==> config.mk <==
export PLATFORM = sky130hd
export DESIGN_NAME = mc_rr_sched
export DESIGN_NICKNAME = d
export VERILOG_FILES = /design/src/rtl/mc_rr_sched.sv
export SDC_FILE = /design/constraint.sdc
export NUM_CORES = 1
export LEC_CHECK = 0
export CORE_MARGIN = 2
export CORE_UTILIZATION = 43
export CTS_BUF_LIST = sky130_fd_sc_hd__clkbuf_8 sky130_fd_sc_hd__clkbuf_16
export CTS_CLUSTER_DIAMETER = 150
export DETAILED_ROUTE_END_ITERATION = 8
export GPL_ROUTABILITY_DRIVEN = 0
export GPL_TIMING_DRIVEN = 0
export PLACE_DENSITY = 0.68
export SLEW_MARGIN = 0
export SYNTH_ARGS = -nofsm -noshare
export SYNTH_HDL_FRONTEND = slang
export SYNTH_SLANG_ARGS = --single-unit
==> constraint.sdc <==
create_clock -name CLK -period 6.1 [get_ports CLK]
set_clock_uncertainty 0.2 [all_clocks]
set_input_delay 1.525 -clock CLK [delete_from_list [all_inputs] [get_ports CLK]]
set_output_delay 1.525 -clock CLK [all_outputs]
set_load 0.05 [all_outputs]
==> src/rtl/mc_rr_sched.sv <==
// Round-robin scheduler sharing one multi-cycle resource among N requesters.
// A winner is granted, the resource gets a one-cycle START, the grant is held
// for LATENCY cycles, the winner receives a one-cycle ACK, and then GAP idle
// cycles let the repeater lines settle before arbitration resumes.
module mc_rr_sched #(
    parameter int N       = 4,
    parameter int LATENCY = 3,
    parameter int GAP     = 1,
    parameter int SELW    = $clog2(N)
) (
    input  logic            CLK,
    input  logic            ARST_N,
    input  logic [N-1:0]    REQ,
    output logic [N-1:0]    GNT,
    output logic [SELW-1:0] SEL,
    output logic            START,
    output logic [N-1:0]    ACK,
    output logic            BUSY
);

    typedef enum logic [1:0] {
        S_IDLE   = 2'd0,
        S_BUSY   = 2'd1,
        S_SETTLE = 2'd2
    } state_t;

    // Counter reload values; the GAP reload is only used when GAP > 0.
    localparam logic [3:0]    LAT_M1 = 4'(LATENCY - 1);
    localparam logic [3:0]    GAP_M1 = 4'((GAP > 0) ? (GAP - 1) : 0);
    // One extra bit so ptr + offset never overflows before the wrap test.
    localparam logic [SELW:0] N_W    = (SELW + 1)'(N);
    localparam logic [SELW-1:0] LAST = SELW'(N - 1);
    localparam logic [N-1:0]  ONE    = {{(N-1){1'b0}}, 1'b1};

    state_t          state_q, state_d;
    logic [SELW-1:0] ptr_q, ptr_d;
    logic [3:0]      cnt_q, cnt_d;
    logic [N-1:0]    gnt_q, gnt_d;
    logic [SELW-1:0] sel_q, sel_d;
    logic            start_q, start_d;
    logic [N-1:0]    ack_q, ack_d;
    logic            busy_q, busy_d;

    logic            found;
    logic [SELW-1:0] win;
    logic [SELW:0]   idx;

    // Rotating priority search: first set REQ bit at or above ptr, wrapping at N-1.
    always_comb begin
        found = 1'b0;
        win   = '0;
        idx   = '0;
        for (int i = 0; i < N; i++) begin
            idx = {1'b0, ptr_q} + (SELW + 1)'(i);
            if (idx >= N_W) begin
                idx = idx - N_W;
            end
            if (!found && REQ[idx[SELW-1:0]]) begin
                found = 1'b1;
                win   = idx[SELW-1:0];
            end
        end
    end

    // Next-state and next-output logic for the IDLE / BUSY / SETTLE sequence.
    always_comb begin
        state_d = state_q;
        ptr_d   = ptr_q;
        cnt_d   = cnt_q;
        gnt_d   = gnt_q;
        sel_d   = sel_q;
        start_d = 1'b0;
        ack_d   = '0;
        busy_d  = busy_q;
        case (state_q)
            S_IDLE: begin
                if (found) begin
                    gnt_d   = ONE << win;
                    sel_d   = win;
                    start_d = 1'b1;
                    busy_d  = 1'b1;
                    cnt_d   = LAT_M1;
                    state_d = S_BUSY;
                end
            end
            S_BUSY: begin
                if (cnt_q == 4'd0) begin
                    gnt_d = '0;
                    ack_d = ONE << sel_q;
                    // Winner drops to lowest priority for the next round.
                    ptr_d = (sel_q == LAST) ? '0 : sel_q + 1'b1;
                    if (GAP > 0) begin
                        state_d = S_SETTLE;
                        cnt_d   = GAP_M1;
                    end else begin
                        state_d = S_IDLE;
                        busy_d  = 1'b0;
                    end
                end else begin
                    cnt_d = cnt_q - 4'd1;
                end
            end
            S_SETTLE: begin
                if (cnt_q == 4'd0) begin
                    state_d = S_IDLE;
                    busy_d  = 1'b0;
                end else begin
                    cnt_d = cnt_q - 4'd1;
                end
            end
            default: begin
                state_d = S_IDLE;
                gnt_d   = '0;
                busy_d  = 1'b0;
            end
        endcase
    end

    // State and registered outputs; reset aborts any operation without an ACK.
    always_ff @(posedge CLK or negedge ARST_N) begin
        if (!ARST_N) begin
            state_q <= S_IDLE;
            ptr_q   <= '0;
            cnt_q   <= '0;
            gnt_q   <= '0;
            sel_q   <= '0;
            start_q <= 1'b0;
            ack_q   <= '0;
            busy_q  <= 1'b0;
        end else begin
            state_q <= state_d;
            ptr_q   <= ptr_d;
            cnt_q   <= cnt_d;
            gnt_q   <= gnt_d;
            sel_q   <= sel_d;
            start_q <= start_d;
            ack_q   <= ack_d;
            busy_q  <= busy_d;
        end
    end

    assign GNT   = gnt_q;
    assign SEL   = sel_q;
    assign START = start_q;
    assign ACK   = ack_q;
    assign BUSY  = busy_q;

endmodule

==> results.cfg <==
[flow_run]
drv_cap = 0

[synthesis]
ys_warn_count = 0
synth_area_leaders = dfrtp_1 45%, ha_1 11%, a21oi_1 4.9%
netlist_instances = 112
synth_xor_area_share_pct = 0
synth_compound_area_share_pct = 22.1
synth_top_cell_by_area = dfrtp_1
yosysTopAreaCellShare_pct = 44.6
syn_avg_cell_area_um2 = 10.0
syn-num-nets = 128
synth_area_um2 = 1120
synth.distinct_cells = 33
yosys.area_share.simple_pct = 17.7
synth_mux_area_share_pct = 1.00
ys_ff_latch = 20
synth-adder-area-share_pct = 11.2
synth_top_family_by_area = compound AO/OA/AOI/OAI gates
synth-seq-area-share_pct = 44.6

[clock_tree]
cts_buffers = 3
clk_path_buf_depth = 2
clk_pin_slew_ns = 0.07
cts_sinks = 20
cts_tree = yes
root_buffer = clkbuf_8
htreeDepth = 1
insertion_delay_ns = 0.25
cts_resized = 0
cts_setup_buffers = 0
ctsHoldBuffers = 0

[setup_path]
crit_buf_inv = 1
cp_top_family = simple AND/OR/NAND/NOR gates
crit_path_cell_trace = clkdlybuf4s50_1 > nor4_2 > a221oi_1 > o211ai_1 > a21boi_1
crit_path_max_incr_delay_ns = 0.70
cp-end-kind = register
timing.rr.start = cnt_q[0]
reg2regPathDepth = 6
cp-start-kind = input port
arrival_ns = 3.37
cp_data_required_time_ns = 6.08
ff2ff_setup_slack_ns = 3.79
worst_path_max_delay_cell = nor4_2
critical_path_peak_fanout = 9
r2r_end = GNT[2]
worstSetupPathType = input port to register

[timing]
rsz0062_at_grt = no
slew_violations = 0
min_period_over_period_pct = 55.5
fin_crit_ns = 3.39
tightest_slew_ns = 0.920
setup_ws_ns = 2.71
slew_headroom_pct = 38.5
setup_tns_ns = 0
finalHoldViolCount = 0
report.final.setup_viol = 0
max_freq_ghz = 0.295

[layout]
diodes = 0
synthToLayoutAreaGrowth_pct = 23.4
layout-drive-gt1-share_pct = 6.77
nNetsFinal = 150

[grt]
grt_use_total_pct = 18.0
grt_antenna_before_repair = 0
grt_max_degree = 21
grt_pass1_vias = 876
grt-ovfl-total = 0
grt_pass1_wl_mm = 3.86

[placed_design]
preCtsSetupSlack_ns = 2.47
port_buffers = 17
dp_hpwl_mm = 1.67

[power]
p_per_area_nw_per_um2 = 562
ir_drop_mv = 0.311
p_leak_nw = 0.647

[floorplan]
num_rows = 18
die_area_um2 = 3030
core-area_um2 = 2480
die_y_um = 55.1
ios = 18
dieWidth_um = 55.1
start_util_pct = 45.3

[routing]
ant_nets = 0
vias = 906
first_pass_iters = 4
drt_wl_total_mm = 2.24
drtIter0Drc = 14
post_drt_wl_per_cell_um = 13.7
viasPerCell = 5.56
drc_errors = 0

[hold_path]
hold_depth = 1
hold_path.class = register to register
holdPathEnd = BUSY
hold_start = BUSY

[status]
status = completed
==> worst reg2reg max path, cell delays in order (launching register included) <==
cell and delay, ns:
dfrtp_1 0.40, inv_1 0.13, ha_1 0.17, or3b_4 0.41, a21o_4 0.26, or4_4 0.52
o21ai_1 0.15
==> worst max-delay path by stage <==
stage                     startpoint  endpoint  slack, ns  depth (start not counted)
after global routing          REQ[3]    GNT[0]       2.44                          5
final                         REQ[2]  cnt_q[1]       2.71                          5
after floorplan               REQ[2]    GNT[1]       3.26                          4
after global placement        REQ[2]    GNT[1]       2.43                          5
after CTS                     REQ[2]    GNT[1]       2.73                          5
after detailed placement      REQ[2]    GNT[1]       2.47                          5
==> cells in the mapped netlist <==
master and instances:
inv_1 8, mux2_1 1, o41ai_1 1, a221o_1 1, ha_1 10, a21boi_1 1
a21oi_1 11, nand4_1 1, nor2_1 5, a21o_1 1, o211a_1 1, o21ai_1 2
o211ai_1 3, o31a_1 1, nand2b_1 1, clkbuf_1 2, a221oi_1 1, a21boi_0 1
nor3b_2 1, nand2_1 10, and3_1 8, a21o_4 1, nor2b_1 3, nor4_2 1
a311oi_1 1, o21ai_0 7, o31ai_1 2, or4_4 1, or3b_4 1, o22a_1 2
nor4_1 1, dfrtp_1 20, and2b_1 1
==> state kept, by name, indices dropped and copies added, names as in the netlist <==
| signal | count |
|---|---|
| SEL | 2 |
| cnt_q | 4 |
| BUSY | 1 |
| ptr_q | 2 |
| START | 1 |
| state_q | 2 |
| ACK | 4 |
| GNT | 4 |
==> area by class of cell <==
class                           instances  area [µm²]
Buffer                                  2        7.51
Fill cell                             244        1090
Inverter                                8        30.0
Timing Repair Buffer                   17         170
Multi-Input combinational cell         82         583
Sequential cell                        20         500
Clock buffer                            4        55.1
Tap cell                               30        37.5
==> metal layers <==
layer,track usage (%),part of all wire (%),vias up
met5,0,0,-
met4,6.10,0.81,0
met3,3.49,3.8,4
met2,29.0,48,20
met1,24.1,47,434
li1,-,-,448
==> where the power goes <==
part           switching [W]  internal (W)
Sequential         0.0000503      0.000185
Clock              0.0000416     0.0000573
Combinational       0.000271      0.000171
==> cell usage in the layout, fill, tap and decap left out, drive strengths merged, types with 2 or more instances in the layout <==
cell type	instances
o211ai	3
a21o	2
inv	8
clkbuf	6
a21boi	2
clkdlybuf4s50	17
a21oi	11
dfrtp	20
o31ai	2
o21ai	9
nor2b	3
nor2	5
nor4	2
ha	10
nand2	10
o22a	2
and3	8
==> per-stage QoR <==
step	utilization [%]	power (W)	instances	hold WS, ns	cell area, µm²
global route	55.9	0.000844	163	0.338	1380
CTS	55.9	0.000785	163	0.306	1380
detailed placement	53.6	0.000681	159	0.285	1330
floorplan	-	0.000552	112	0.283	1120
finish	55.9	0.000777	163	0.297	1380
global placement	53.6	0.000667	159	0.272	1330
==> kinds of logic after synthesis <==
logic type,Yosys count
and+or+nand+nor,34
adders and majority gates,10
AOI/OAI and AO/OA,37
DFF,20
buffers and inverters,10
muxes,1
No activity file was read; power rests on OpenSTA's default activity.
==> RTL change 1 (same settings) <==
Reset style: synchronous (`ARST_N`), changed in one clocked block.
--- a/src/rtl/mc_rr_sched.sv
+++ b/src/rtl/mc_rr_sched.sv
@@ -117,7 +117,7 @@
     end
 
     // State and registered outputs; reset aborts any operation without an ACK.
-    always_ff @(posedge CLK or negedge ARST_N) begin
+    always_ff @(posedge CLK) begin
         if (!ARST_N) begin
             state_q <= S_IDLE;
             ptr_q   <= '0;
Check against the original RTL: differs if ARST_N is asserted again (counterexample within 4 cycles, from zero or initial values and one cycle with ARST_N low); with ARST_N held inactive, the same outputs for 10 cycles.
==> RTL change 1 against the unedited design <==
Combinational power decreased by 30%. Sequential cell count unchanged. Total power decreased by 20%. Worst setup slack improved by 120 ps. Sequential share of layout area decreased by 6.4 points. Cell area decreased by 2.9%. Final cell count increased by 2.5%. Synthesized area decreased by 5.0%. Routed wire length decreased by 4.6%. Die area decreased by 4.7%. Count of clock-buffer cells in the layout decreased by 1. Critical path type is now register to output pin. Largest power group unchanged.
==> RTL change 1: results (changes against the unedited design) <==
| Metric | Value |
|---|---|
| Cts bufs inserted | `3 (unchanged)` |
| Post-synth top flop | `dfxtp_1 (was dfrtp_1)` |
| CP startpoint | `SEL[0] (was REQ[2])` |
| Yosys warnings | `0 (unchanged)` |
| Synth top cells by count | `dfxtp_1 (20), nand2_1 (14), ha_1 (7), inv_1 (7), a21oi_1 (6) (was dfrtp_1 (20), a21oi_1 (11), ha_1 (10), nand2_1 (10))` |
| First DRT Iteration DRCs | `17 (was 14)` |
| R2R Setup Slk | `4110 ps (was 3790 ps)` |
| Post-CTS setup buffer count | `0 (unchanged)` |
| Worst IR Drop VDD | `306 uV (was 311 uV)` |
| Worst-Margin Slew | `512 ps (was 920 ps)` |
| Slowest Stage Delay on Critical Path | `850 ps (was 700 ps)` |
| Largest net degree at the start of global routing | `13 (was 21)` |
| Initial antenna violation count | `0 (unchanged)` |
| Layout cells sized above 1 | `14.6% (was 6.77%)` |
| DP HPWL | `1.68 mm (was 1.67 mm)` |
| Hold path startpoint | `BUSY (unchanged)` |
| Ratio of routed vias to standard cells | `5.49 (was 5.56)` |
| Post-synth cell types | `46 (was 33)` |
| Async S/R FF share, synth | `0% (was 100%)` |
| FF-to-FF path depth | `6 (unchanged)` |
| First-pass GRT wire length | `3.44 mm (was 3.86 mm)` |
| Hold WC Path Type | `register to register (unchanged)` |
| End of the critical path | `SEL[0] (was cnt_q[1])` |
| H-tree depth | `1 (unchanged)` |
| Resized Gates After CTS | `0 (unchanged)` |
| Worst path top cell family by delay | `buffers and inverters (was simple AND/OR/NAND/NOR gates)` |
| CP Launch Type | `register (was input pin)` |
| Tcrit/Tclk final | `53.6% (was 55.5%)` |
| Fin nets | `151 (was 150)` |
| Clk buf depth | `2 (unchanged)` |
| Critical Path AT | `1550 ps (was 3370 ps)` |
| Worst-path fanout max | `8 (was 9)` |
| First-pass DRT Iterations | `4 (unchanged)` |
| Clk_lat worst skew | `250 ps (about the same)` |
| Vias in the first global route | `789 (was 876)` |
| Clock root cell | `clkbuf_8 (unchanged)` |
| Clk slew on worst S/H paths | `80 ps` |
| Top post-synthesis cells by area | `dfxtp_1 (38%), ha_1 (8.2%), nand2_1 (4.9%) (was dfrtp_1 (45%), ha_1 (11%), a21oi_1 (4.9%))` |
| Worst reg2reg endpoint | `cnt_q[3] (was GNT[2])` |
| I/O Buffers | `17 (unchanged)` |
| Drt total wl | `2.13 mm (was 2.24 mm)` |
| Slowest-stage cell, CP | `clkdlybuf4s50_1 (was nor4_2)` |
| Post-synthesis sequential area ratio | `37.6% (was 44.6%)` |
| ANT cells | `0 (unchanged)` |
| P_leak | `0.533 nW (was 0.647 nW)` |
| Placement Setup Slack | `2650 ps (was 2470 ps)` |
| Outcome | `completed (unchanged)` |
| GRT Util Overall | `16.4% (was 18.0%)` |
| Synthesized Nets | `129 (was 128)` |
| Reg2Reg Launch Point | `state_q[1] (was cnt_q[0])` |
==> RTL change 1: cell types whose count changed after synthesis, moves of 3 or more <==
cell,change
a21oi_1,-5
a32o_2,+4
and3_1,-5
dfrtp_1,-20
dfxtp_1,+20
ha_1,-3
nand2_1,+4
nand3_1,+3
o21ai_0,-3
==> RTL change 1: final cells by class <==
type	count	area (sq um)
Inverter	7	26.3
Buffer	2	7.51
Timing Repair Buffer	17	170
Tap cell	30	37.5
Sequential cell	20	400
Clock inverter	1	30.0
Multi-Input combinational cell	87	631
Fill cell	227	1070
Clock buffer	3	41.3
==> RTL change 1: cell families (layout without fill, tap and decap cells) <==
group | after synthesis | count (layout) | share of synthesized area [%]
flip-flops | 20 | 20 | 37.6
buffers and inverters | 9 | 30 | 3.17
adder cells (fa/ha/maj) | 7 | 7 | 8.23
AO/OA/AOI/OAI | 37 | 37 | 27.5
AND/OR/NAND/NOR | 43 | 43 | 23.5
==> RTL change 1: report_power, final <==
group / total [W] / switching [W] / internal, W
registers: 0.000188 / 0.0000253 / 0.000162
logic: 0.000308 / 0.000186 / 0.000122
clock network: 0.000130 / 0.0000425 / 0.0000875
==> RTL change 1: layer usage <==
layer / part of all wire, % / up-vias / wire (um) / global-route usage [%]
met5: 0 / - / 0 / 0
met1: 51 / 438 / 1090 / 22.5
li1: - / 466 / - / -
met3: 2.3 / 2 / 50 / 3.33
met4: 0.47 / 0 / 10 / 5.13
met2: 46 / 11 / 982 / 25.6
==> RTL change 1: how the worst min path moves through the flow <==
stage          slack [ps]  depth (start not counted)        to
2_1_floorplan         240                          2  cnt_q[0]
3_5_place_dp          260                          2      BUSY
4_1_cts               270                          2      BUSY
6_report              270                          2      BUSY
3_3_place_gp          250                          2  cnt_q[0]
5_1_grt               290                          1    GNT[0]
==> RTL change 1: stage by stage <==
step           instances  total power [W]  hold WS [ps]
3_5_place_dp         163         0.000498           259
4_1_cts              167         0.000630           270
2_1_floorplan        116         0.000420           238
5_1_grt              167         0.000666           287
3_3_place_gp         163         0.000492           250
6_report             167         0.000626           267
==> RTL change 2 (config.mk and constraints unchanged) <==
Without the edit above. Set the parameter `N` to 8 (it was 4).
--- a/src/rtl/mc_rr_sched.sv
+++ b/src/rtl/mc_rr_sched.sv
@@ -3,7 +3,7 @@
 // for LATENCY cycles, the winner receives a one-cycle ACK, and then GAP idle
 // cycles let the repeater lines settle before arbitration resumes.
 module mc_rr_sched #(
-    parameter int N       = 4,
+    parameter int N       = 8,
     parameter int LATENCY = 3,
     parameter int GAP     = 1,
     parameter int SELW    = $clog2(N)
Interface: changed (resized ACK, GNT, REQ and SEL); port bits go from 18 to 31. The function was not compared with the original's and may differ.
==> RTL change 2 against the unedited design <==
Final cell count increased by 120%. First-iteration DRC count rose to 5.6 times the old value. Cell area increased by 120%. Synthesized area up 130%. Die area increased by 120%. Count of clock-buffer cells in the layout up 2. Routed wire length is 150% higher. Hold slack lost 23 ps. Worst setup slack worse by 1200 ps. Sequential cell count increased by 10. Highest routed layer unchanged.
Power is not shown: default switching activity piles up to over one toggle a cycle in this logic, so the estimate is an artifact.
==> RTL change 2: results (changes against the unedited design) <==
| Metric | Value |
|---|---|
| Cell Area, Placed | `2930 sq um (was 1330 sq um)` |
| Worst path top cell family by delay | `multiplexers (was simple AND/OR/NAND/NOR gates)` |
| Vias in the first global route | `1930 (was 876)` |
| Clk slew on worst S/H paths | `60 ps` |
| First-pass GRT wire length | `9.23 mm (was 3.86 mm)` |
| Synthesized Nets | `270 (was 128)` |
| Drt total wl | `5.56 mm (was 2.24 mm)` |
| H-tree depth | `2 (was 1)` |
| Post-CTS Hold Fix Bufs | `0 (unchanged)` |
| Yosys warnings | `0 (unchanged)` |
| I/O Buffers | `30 (was 17)` |
| Post-synthesis sequential area ratio | `29.6% (was 44.6%)` |
| Cts bufs inserted | `5 (was 3)` |
| Resized Gates After CTS | `0 (unchanged)` |
| Layout cells sized above 1 | `16.2% (was 6.77%)` |
| Slowest-stage cell, CP | `mux4_1 (was nor4_2)` |
| Layout Cells excl Fill | `356 (was 163)` |
| Post-route DRC | `0 (unchanged)` |
| Clk_lat worst skew | `280 ps (was 250 ps)` |
| Initial antenna violation count | `0 (unchanged)` |
| First DRT Iteration DRCs | `78 (was 14)` |
| Synth top cells by count | `dfrtp_1 (30), nand2_1 (27), inv_1 (15) (was dfrtp_1 (20), a21oi_1 (11), ha_1 (10), nand2_1 (10))` |
| Mean Syn Cell Area | `10.3 sq um (was 10.0 sq um)` |
| GRT Util Overall | `18.1% (was 18.0%)` |
| Clk buf depth | `2 (unchanged)` |
| Largest net degree at the start of global routing | `31 (was 21)` |
| Hold WC Path Type | `register to register (unchanged)` |
| Worst-path fanout max | `9 (unchanged)` |
| Fin nets | `307 (was 150)` |
| TNS Setup | `0 ps (unchanged)` |
| Async S/R FF share, synth | `100% (unchanged)` |
| Ratio of routed vias to standard cells | `5.74 (was 5.56)` |
| ANT cells | `0 (unchanged)` |
| Cells after DPL | `348 (was 159)` |
| Slowest Stage Delay on Critical Path | `680 ps (was 700 ps)` |
| Top post-synthesis cells by area | `dfrtp_1 (30%), mux4_1 (9.3%), ha_1 (6.9%) (was dfrtp_1 (45%), ha_1 (11%), a21oi_1 (4.9%))` |
| DP HPWL | `4.02 mm (was 1.67 mm)` |
| Rel. slew slack | `53.8% (was 38.5%)` |
| Post-synth cell types | `57 (was 33)` |
| Critical Path AT | `4550 ps (was 3370 ps)` |
| Outcome | `completed (unchanged)` |
| Clock root cell | `clkbuf_8 (unchanged)` |
RTL change 2: path summary, 6_finish.rpt:
path	from	endpoint	slack [ps]	cells after the start
worst max-delay path	REQ[6]	GNT[0]	1490	8
worst min-delay path	GNT[7]	GNT[7]	270	2
worst max register to register	ptr_q[0]	GNT[0]	2140	12
worst min register to register	GNT[7]	GNT[7]	270	2
max in group asynchronous	ARST_N	SEL[0]	4210	1
min in group asynchronous	ARST_N	ACK[7]	1070	1
RTL change 2: cell families (layout without fill, tap and decap cells):
group	after synthesis	count (layout)	share of synthesized area, %
adder cells (fa/ha/maj)	14	14	6.91
XOR/XNOR	2	2	0.691
buffers and inverters	24	62	5.77
multiplexers	34	34	22.6
flip-flops	30	30	29.6
AND/OR/NAND/NOR	78	78	15.8
AO/OA/AOI/OAI	64	64	18.6
RTL change 2: worst min-delay path, stage by stage (launching register included):
cell and delay [ps]:
dfrtp_1 340, nand2_1 50, o31ai_1 50
RTL change 2: cell type report:
class                   count  area (sq um)
fillers                   529          2600
multi-input cells         192          1640
flip-flops and latches     30           751
repair buffers             30           295
well taps                  72          90.1
plain buffers               8          86.3
clock buffers               6          82.6
inverters                  16          60.1
clock inverters             2          8.76
RTL change 2: layer usage:
| metal | GRT usage, % | part of all wire (%) | vias to the layer above |
|---|---|---|---|
| li1 | - | - | 1004 |
| met3 | 2.44 | 3.9 | 7 |
| met2 | 28.2 | 46 | 50 |
| met5 | 0 | 0 | - |
| met4 | 6.95 | 1.4 | 0 |
| met1 | 25.7 | 49 | 982 |
RTL change 2: stage by stage:
step | hold WS, ps | worst slack, ps
after floorplan | 270 | 2160
after global placement | 265 | 1250
after detailed placement | 269 | 1240
after CTS | 282 | 1510
after global routing | 304 | 1290
final | 274 | 1490
